File: config.mk
export PLATFORM = sky130hd
export DESIGN_NAME = tilemap_addr_gen
export DESIGN_NICKNAME = d
export VERILOG_FILES = /design/src/rtl/tilemap_addr_gen.sv
export SDC_FILE = /design/constraint.sdc
export NUM_CORES = 1
export LEC_CHECK = 0
export ABC_AREA = 1
export BUFFER_PORTS_ARGS = -buffer_cell sky130_fd_sc_hd__buf_2
export CORE_MARGIN = 10
export CORE_UTILIZATION = 53
export DETAILED_ROUTE_END_ITERATION = 8
export GPL_TIMING_DRIVEN = 0
export HOLD_SLACK_MARGIN = 0.12
export PLACE_DENSITY = 0.76
export SLEW_MARGIN = 20
export SYNTH_ARGS = -nofsm -noshare
export SYNTH_HDL_FRONTEND = slang
export SYNTH_SLANG_ARGS = --single-unit
File: constraint.sdc
create_clock -name CLK_6M -period 2.57 [get_ports CLK_6M]
set_input_delay 0.3855 -clock CLK_6M [delete_from_list [all_inputs] [get_ports CLK_6M]]
set_output_delay 0.3855 -clock CLK_6M [all_outputs]
set_load 0.1 [all_outputs]
File: src/rtl/tilemap_addr_gen.sv
// Tilemap address generator: per-layer scroll/flip tile fetches time-multiplexed
// with acknowledged CPU tile-RAM accesses in the spare slots of each 8-pixel group.
module tilemap_addr_gen #(
  parameter int LAYERS    = 2,
  parameter int COLS_LOG2 = 6,
  parameter int ROWS_LOG2 = 5,
  parameter int SX_W      = 9,
  parameter int SY_W      = 8,
  parameter int CA_W      = 14,
  parameter int GA_W      = 14,
  localparam int LB       = (LAYERS > 1) ? $clog2(LAYERS) : 1
) (
  input  logic            CLK_6M,
  input  logic            RST_N,
  input  logic            PIX_EN,
  input  logic            HSYNC,
  input  logic            VSYNC,
  input  logic            FLIP,
  input  logic            LATCH,
  input  logic            RCS,
  input  logic            WE,
  input  logic [CA_W-1:0] CA,
  input  logic [7:0]      CD,
  output logic [GA_W-1:0] GA,
  output logic [LB-1:0]   GA_LAYER,
  output logic            GA_VALID,
  output logic            RWE,
  output logic            ROE,
  output logic [7:0]      RD,
  output logic            CPU_ACK
);

  logic [SX_W-1:0] hCnt_q, hCnt_d;
  logic [SY_W-1:0] vCnt_q, vCnt_d;
  logic            hsPrev_q, vsPrev_q, rcsPrev_q;
  logic            flip_q, flip_d;
  logic            pending_q, pending_d;
  logic [SX_W-1:0] sxShadow_q [LAYERS];
  logic [SX_W-1:0] sxShadow_d [LAYERS];
  logic [SX_W-1:0] sxLive_q   [LAYERS];
  logic [SX_W-1:0] sxLive_d   [LAYERS];
  logic [SY_W-1:0] syShadow_q [LAYERS];
  logic [SY_W-1:0] syShadow_d [LAYERS];
  logic [SY_W-1:0] syLive_q   [LAYERS];
  logic [SY_W-1:0] syLive_d   [LAYERS];
  logic [GA_W-1:0] ga_q, ga_d;
  logic [LB-1:0]   gaLayer_q, gaLayer_d;
  logic            gaValid_q, gaValid_d;
  logic            rwe_q, rwe_d, roe_q, roe_d, ack_q, ack_d;
  logic [7:0]      rd_q, rd_d;

  logic            hsRise, vsRise, rcsRise, scrollWr, isFetch;
  logic [2:0]      slot;
  logic [LB-1:0]   fetchLayer, wrLayer;
  logic [SX_W-1:0] sxSel, xPos;
  logic [SY_W-1:0] sySel, yPos;
  logic            unusedBits;

  always_comb begin
    hsRise     = HSYNC & ~hsPrev_q;
    vsRise     = VSYNC & ~vsPrev_q;
    rcsRise    = RCS & ~rcsPrev_q;
    slot       = hCnt_q[2:0];
    fetchLayer = slot[LB-1:0];
    isFetch    = (slot < 3'(LAYERS));
    sxSel      = '0;
    sySel      = '0;
    for (int i = 0; i < LAYERS; i++) begin
      if (slot == 3'(i)) begin
        sxSel = sxLive_q[i];
        sySel = syLive_q[i];
      end
    end
    // Look one tile ahead so the fetched tile is ready when its pixels start.
    xPos = hCnt_q + sxSel + SX_W'(8);
    yPos = vCnt_q + sySel;
    if (flip_q) begin
      xPos = ~xPos;
      yPos = ~yPos;
    end
    unusedBits = ^{xPos[2:0], yPos[2:0]};

    hCnt_d   = hsRise ? '0 : (PIX_EN ? hCnt_q + SX_W'(1) : hCnt_q);
    vCnt_d   = vsRise ? '0 : (hsRise ? vCnt_q + SY_W'(1) : vCnt_q);
    flip_d   = hsRise ? FLIP : flip_q;
    scrollWr = LATCH & WE;
    wrLayer  = CA[LB+1:2];
    for (int i = 0; i < LAYERS; i++) begin
      sxShadow_d[i] = sxShadow_q[i];
      syShadow_d[i] = syShadow_q[i];
      if (scrollWr && wrLayer == LB'(i)) begin
        case (CA[1:0])
          2'd0:    sxShadow_d[i][7:0] = CD;
          2'd1:    sxShadow_d[i][SX_W-1:8] = CD[SX_W-9:0];
          2'd2:    syShadow_d[i] = SY_W'(CD);
          default: ;
        endcase
      end
      // Live takes the shadow including any write landing in the same cycle.
      sxLive_d[i] = hsRise ? sxShadow_d[i] : sxLive_q[i];
      syLive_d[i] = hsRise ? syShadow_d[i] : syLive_q[i];
    end

    ga_d      = ga_q;
    gaLayer_d = gaLayer_q;
    rd_d      = rd_q;
    gaValid_d = 1'b0;
    rwe_d     = 1'b0;
    roe_d     = 1'b0;
    ack_d     = 1'b0;
    pending_d = pending_q;
    if (isFetch) begin
      ga_d      = GA_W'({fetchLayer, yPos[ROWS_LOG2+2:3], xPos[COLS_LOG2+2:3]});
      gaLayer_d = fetchLayer;
      gaValid_d = 1'b1;
      roe_d     = 1'b1;
    end else if (pending_q) begin
      ga_d      = GA_W'(CA);
      rwe_d     = WE;
      roe_d     = ~WE;
      rd_d      = CD;
      ack_d     = 1'b1;
      pending_d = 1'b0;
    end
    if (rcsRise) pending_d = 1'b1;
  end

  // Edge detectors keep tracking during reset so a level already high at release is no new edge.
  always_ff @(posedge CLK_6M) begin
    hsPrev_q  <= HSYNC;
    vsPrev_q  <= VSYNC;
    rcsPrev_q <= RCS;
    if (!RST_N) begin
      hCnt_q    <= '0;
      vCnt_q    <= '0;
      flip_q    <= 1'b0;
      pending_q <= 1'b0;
      for (int i = 0; i < LAYERS; i++) begin
        sxShadow_q[i] <= '0;
        sxLive_q[i]   <= '0;
        syShadow_q[i] <= '0;
        syLive_q[i]   <= '0;
      end
      ga_q      <= '0;
      gaLayer_q <= '0;
      gaValid_q <= 1'b0;
      rwe_q     <= 1'b0;
      roe_q     <= 1'b0;
      rd_q      <= '0;
      ack_q     <= 1'b0;
    end else begin
      hCnt_q    <= hCnt_d;
      vCnt_q    <= vCnt_d;
      flip_q    <= flip_d;
      pending_q <= pending_d;
      for (int i = 0; i < LAYERS; i++) begin
        sxShadow_q[i] <= sxShadow_d[i];
        sxLive_q[i]   <= sxLive_d[i];
        syShadow_q[i] <= syShadow_d[i];
        syLive_q[i]   <= syLive_d[i];
      end
      ga_q      <= ga_d;
      gaLayer_q <= gaLayer_d;
      gaValid_q <= gaValid_d;
      rwe_q     <= rwe_d;
      roe_q     <= roe_d;
      rd_q      <= rd_d;
      ack_q     <= ack_d;
    end
  end

  assign GA       = ga_q;
  assign GA_LAYER = gaLayer_q;
  assign GA_VALID = gaValid_q;
  assign RWE      = rwe_q;
  assign ROE      = roe_q;
  assign RD       = rd_q;
  assign CPU_ACK  = ack_q;

endmodule

==> impl_metrics.toml <==
[sta]
post-route-period-util = 0.958
final.setup.worst_slack_ps = 109
hold-worst-slack_ps = 135
achievable-frequency_mhz = 406
setup_violations = 0
relative_slew_slack = 0.579
worst_slew_pin_slew_ps = 631
timing.final.hold_violations = 0
count_of_pins_over_their_slew_limit = 0
clock-skew-final_ps = 7.81
timing.final.crit_period_ps = 2460

[logic_synthesis]
mappedNetlistArea_mm2 = 0.00528
number_of_enable_flip_flop_cells_after_synthesis = 0
most_used_standard_cell_by_instance_count_after_synthesis = "sky130_fd_sc_hd__nand2_1"
ys_seq_area_frac = 0.444
synth.avg_cell_area_um2 = 7.87
ys_top_cells_by_area = "sky130_fd_sc_hd__dfxtp_1, sky130_fd_sc_hd__nand2_1, sky130_fd_sc_hd__ha_1"
synth.distinct_cells = 43
yosys.area.top_type = "sky130_fd_sc_hd__dfxtp_1"
ys_warn_count = 0
synth_top_area_share = 0.444
synth.cells.most_frequent = "sky130_fd_sc_hd__nand2_1, sky130_fd_sc_hd__dfxtp_1, sky130_fd_sc_hd__nor2_1"
synth_async_sr_flop_share = 0
net_count_synth = 725
syn_inst = 671
ys_dominant_reg_cell = "sky130_fd_sc_hd__dfxtp_1"
synth.ff_latch_count = 117

[clock_tree]
cts.sink_count = 117
tritoncts = "done"
h-tree-depth = 4
clock_tree.root_cell = "sky130_fd_sc_hd__clkbuf_8"
clock_insertion_delay_worst_skew_ps = 540
cts-buffers-inserted = 17
clock_tree.buffer_depth = 2
cts.reportedPaths.clkPinSlew_ps = 60

[run_status]
status = "finished clean"

[final_layout]
diodes = 0
post_route_cells_drive_above_1_share = 0.200
design_area_mm2 = 0.00668
syn2layout_area_growth_pct = 26.5
design.final.nets = 812
final_core_util = 0.687

[global_routing]
grt_antenna_before_repair = 0
groute.usage.overall = 0.210
grt-ovfl-total = 0
vias_in_the_first_global_route = 4965
grt_first_pass_wirelength_um = 24600
maximum_number_of_pins_on_one_net_before_global_route_repair = 17

[placed_design]
detailed_place.area_mm2 = 0.00574
detailedPlacementHpwl_um = 10200
dp_slack_ps = -546
gp_congestion = 0.944
port_buffers = 56

[detailed_routing]
detail_route.vias_per_cell = 5.63
drtIter0Drc = 487
dr_total_vias = 5090
drc = 0
wl_per_cell_um = 16.8
first_drt_pass_iteration_count = 5
drt.antenna.violating_nets = 0
detail_route.wirelength_um = 15200

[setup_path]
cp-end-kind = "flop"
setup.worst_path.start_class = "flop"
worst-endpoint-arrival_ps = 2860
timing.critical_path.required_ps = 2970
critical_path_type = "reg2reg"
critPathMaxFanout = 6

[pwr]
irDropWorstVdd_mv = 0.475
power_density_mw_per_mm2 = 759
report.power.total_mw = 5.07
total_leakage_power_nw = 3.05

[floorplanning]
design.die.area_mm2 = 0.0144
floorplan.die.height_um = 120
rows = 36
floorplan.die.width_um = 120
initial_utilization = 0.543
io_pins = 58
core-area_mm2 = 0.00973

[run]
cap_viol_max_count = 0

[worst_hold_path]
min_path_type = "in2reg"
[critical path, stage by stage (launching register included)]
cell	delay, ps
sky130_fd_sc_hd__dfxtp_4	380
sky130_fd_sc_hd__inv_4	90
sky130_fd_sc_hd__ha_4	150
sky130_fd_sc_hd__inv_1	50
sky130_fd_sc_hd__nor2_2	140
sky130_fd_sc_hd__nand2_1	70
sky130_fd_sc_hd__nand2_1	50
sky130_fd_sc_hd__o21ai_1	80
sky130_fd_sc_hd__ha_1	290
sky130_fd_sc_hd__inv_1	100
sky130_fd_sc_hd__ha_4	230
sky130_fd_sc_hd__nand2_1	80
sky130_fd_sc_hd__inv_1	50
sky130_fd_sc_hd__nand3_1	80
sky130_fd_sc_hd__nand2_2	80
sky130_fd_sc_hd__or2_1	210
sky130_fd_sc_hd__a31oi_1	140
sky130_fd_sc_hd__nor2_1	60
[path summary, 6_finish.rpt]
kind	endpoint	startpoint	cells after the start	slack, ps
worst min-delay path	GA[13]	CA[13]	5	130
worst max register to register	GA[1]	hCnt_q[0]	17	110
worst max-delay path	GA[1]	hCnt_q[0]	17	110
worst min register to register	sxLive_q[0][8]	sxLive_q[0][8]	2	460
[what timing repair did]
action / CTS / global route
hold buffers: 8 / 0
endpoints found under the setup margin: 11 / 8
pin swaps: 4 / 7
setup buffers: 1 / 2
gates cloned: 0 / 1
endpoints found under the hold margin: 8 / 0
gates resized for setup: 34 / 18
[state kept, by name, indices dropped and copies added, names as in the netlist]
signal and flops:
flip_q 1, vsPrev_q 1, RD 8, sxShadow_q 18, rcsPrev_q 1, GA_VALID 1, ROE 1, vCnt_q 8
GA_LAYER 1, GA 14, syShadow_q 16, syLive_q 16, CPU_ACK 1, RWE 1, hsPrev_q 1, hCnt_q 9
pending_q 1, sxLive_q 18
[cells by family (layout without fill, tap and decap cells)]
kind of cell               count (synthesis)  after routing  synth area share
and+or+nand+nor                          267            267             0.217
AOI/OAI and AO/OA                        158            158             0.194
DFF                                      117            117             0.444
buffers and inverters                     92            192            0.0680
adders and majority gates                 23             23            0.0545
xor gates and xnor gates                  14             14            0.0232
[cell usage in the layout, fill, tap and decap left out, drive strengths merged, types with 3 or more instances in the layout]
master,n
xnor2,4
o22a,31
ha,23
a22oi,17
nor3,4
a211oi,3
a21oi,51
buf,72
clkinv,7
nor3b,3
a32oi,4
inv,71
bufinv,4
clkbuf,27
o21ai,36
nand3,25
clkinvlp,3
xor2,10
dlygate4sd3,8
dfxtp,117
a22o,4
nor2,84
nand2,147
[per-layer routing]
metal,part of all wire,global-route usage,vias up
li1,-,-,2413
met3,0.084,0.0666,42
met2,0.47,0.346,234
met5,0,0,-
met1,0.42,0.249,2401
met4,0.025,0.0837,0
[final cells by class]
| type | count | area (µm²) |
|---|---|---|
| Buffer | 22 | 136 |
| Fill cell | 746 | 3050 |
| Clock inverter | 15 | 201 |
| Multi-Input combinational cell | 462 | 2750 |
| Tap cell | 133 | 166 |
| Clock buffer | 17 | 414 |
| Sequential cell | 117 | 2350 |
| Timing Repair Buffer | 68 | 390 |
| Inverter | 70 | 273 |
[power breakdown]
group	switching [mW]	internal [mW]	total, mW
sequential	0.0405	1.89	1.93
clock	0.889	1.58	2.47
combinational	0.476	0.200	0.676
total	1.41	3.67	5.07
[stage by stage]
stage | setup TNS [ps] | cells
2_1_floorplan | 0 | 671
5_1_grt | -66.7 | 904
4_1_cts | 0 | 901
6_report | 0 | 904
3_5_place_dp | -3600 | 860
3_3_place_gp | -3170 | 860
Power figures use the tool's default switching activity.
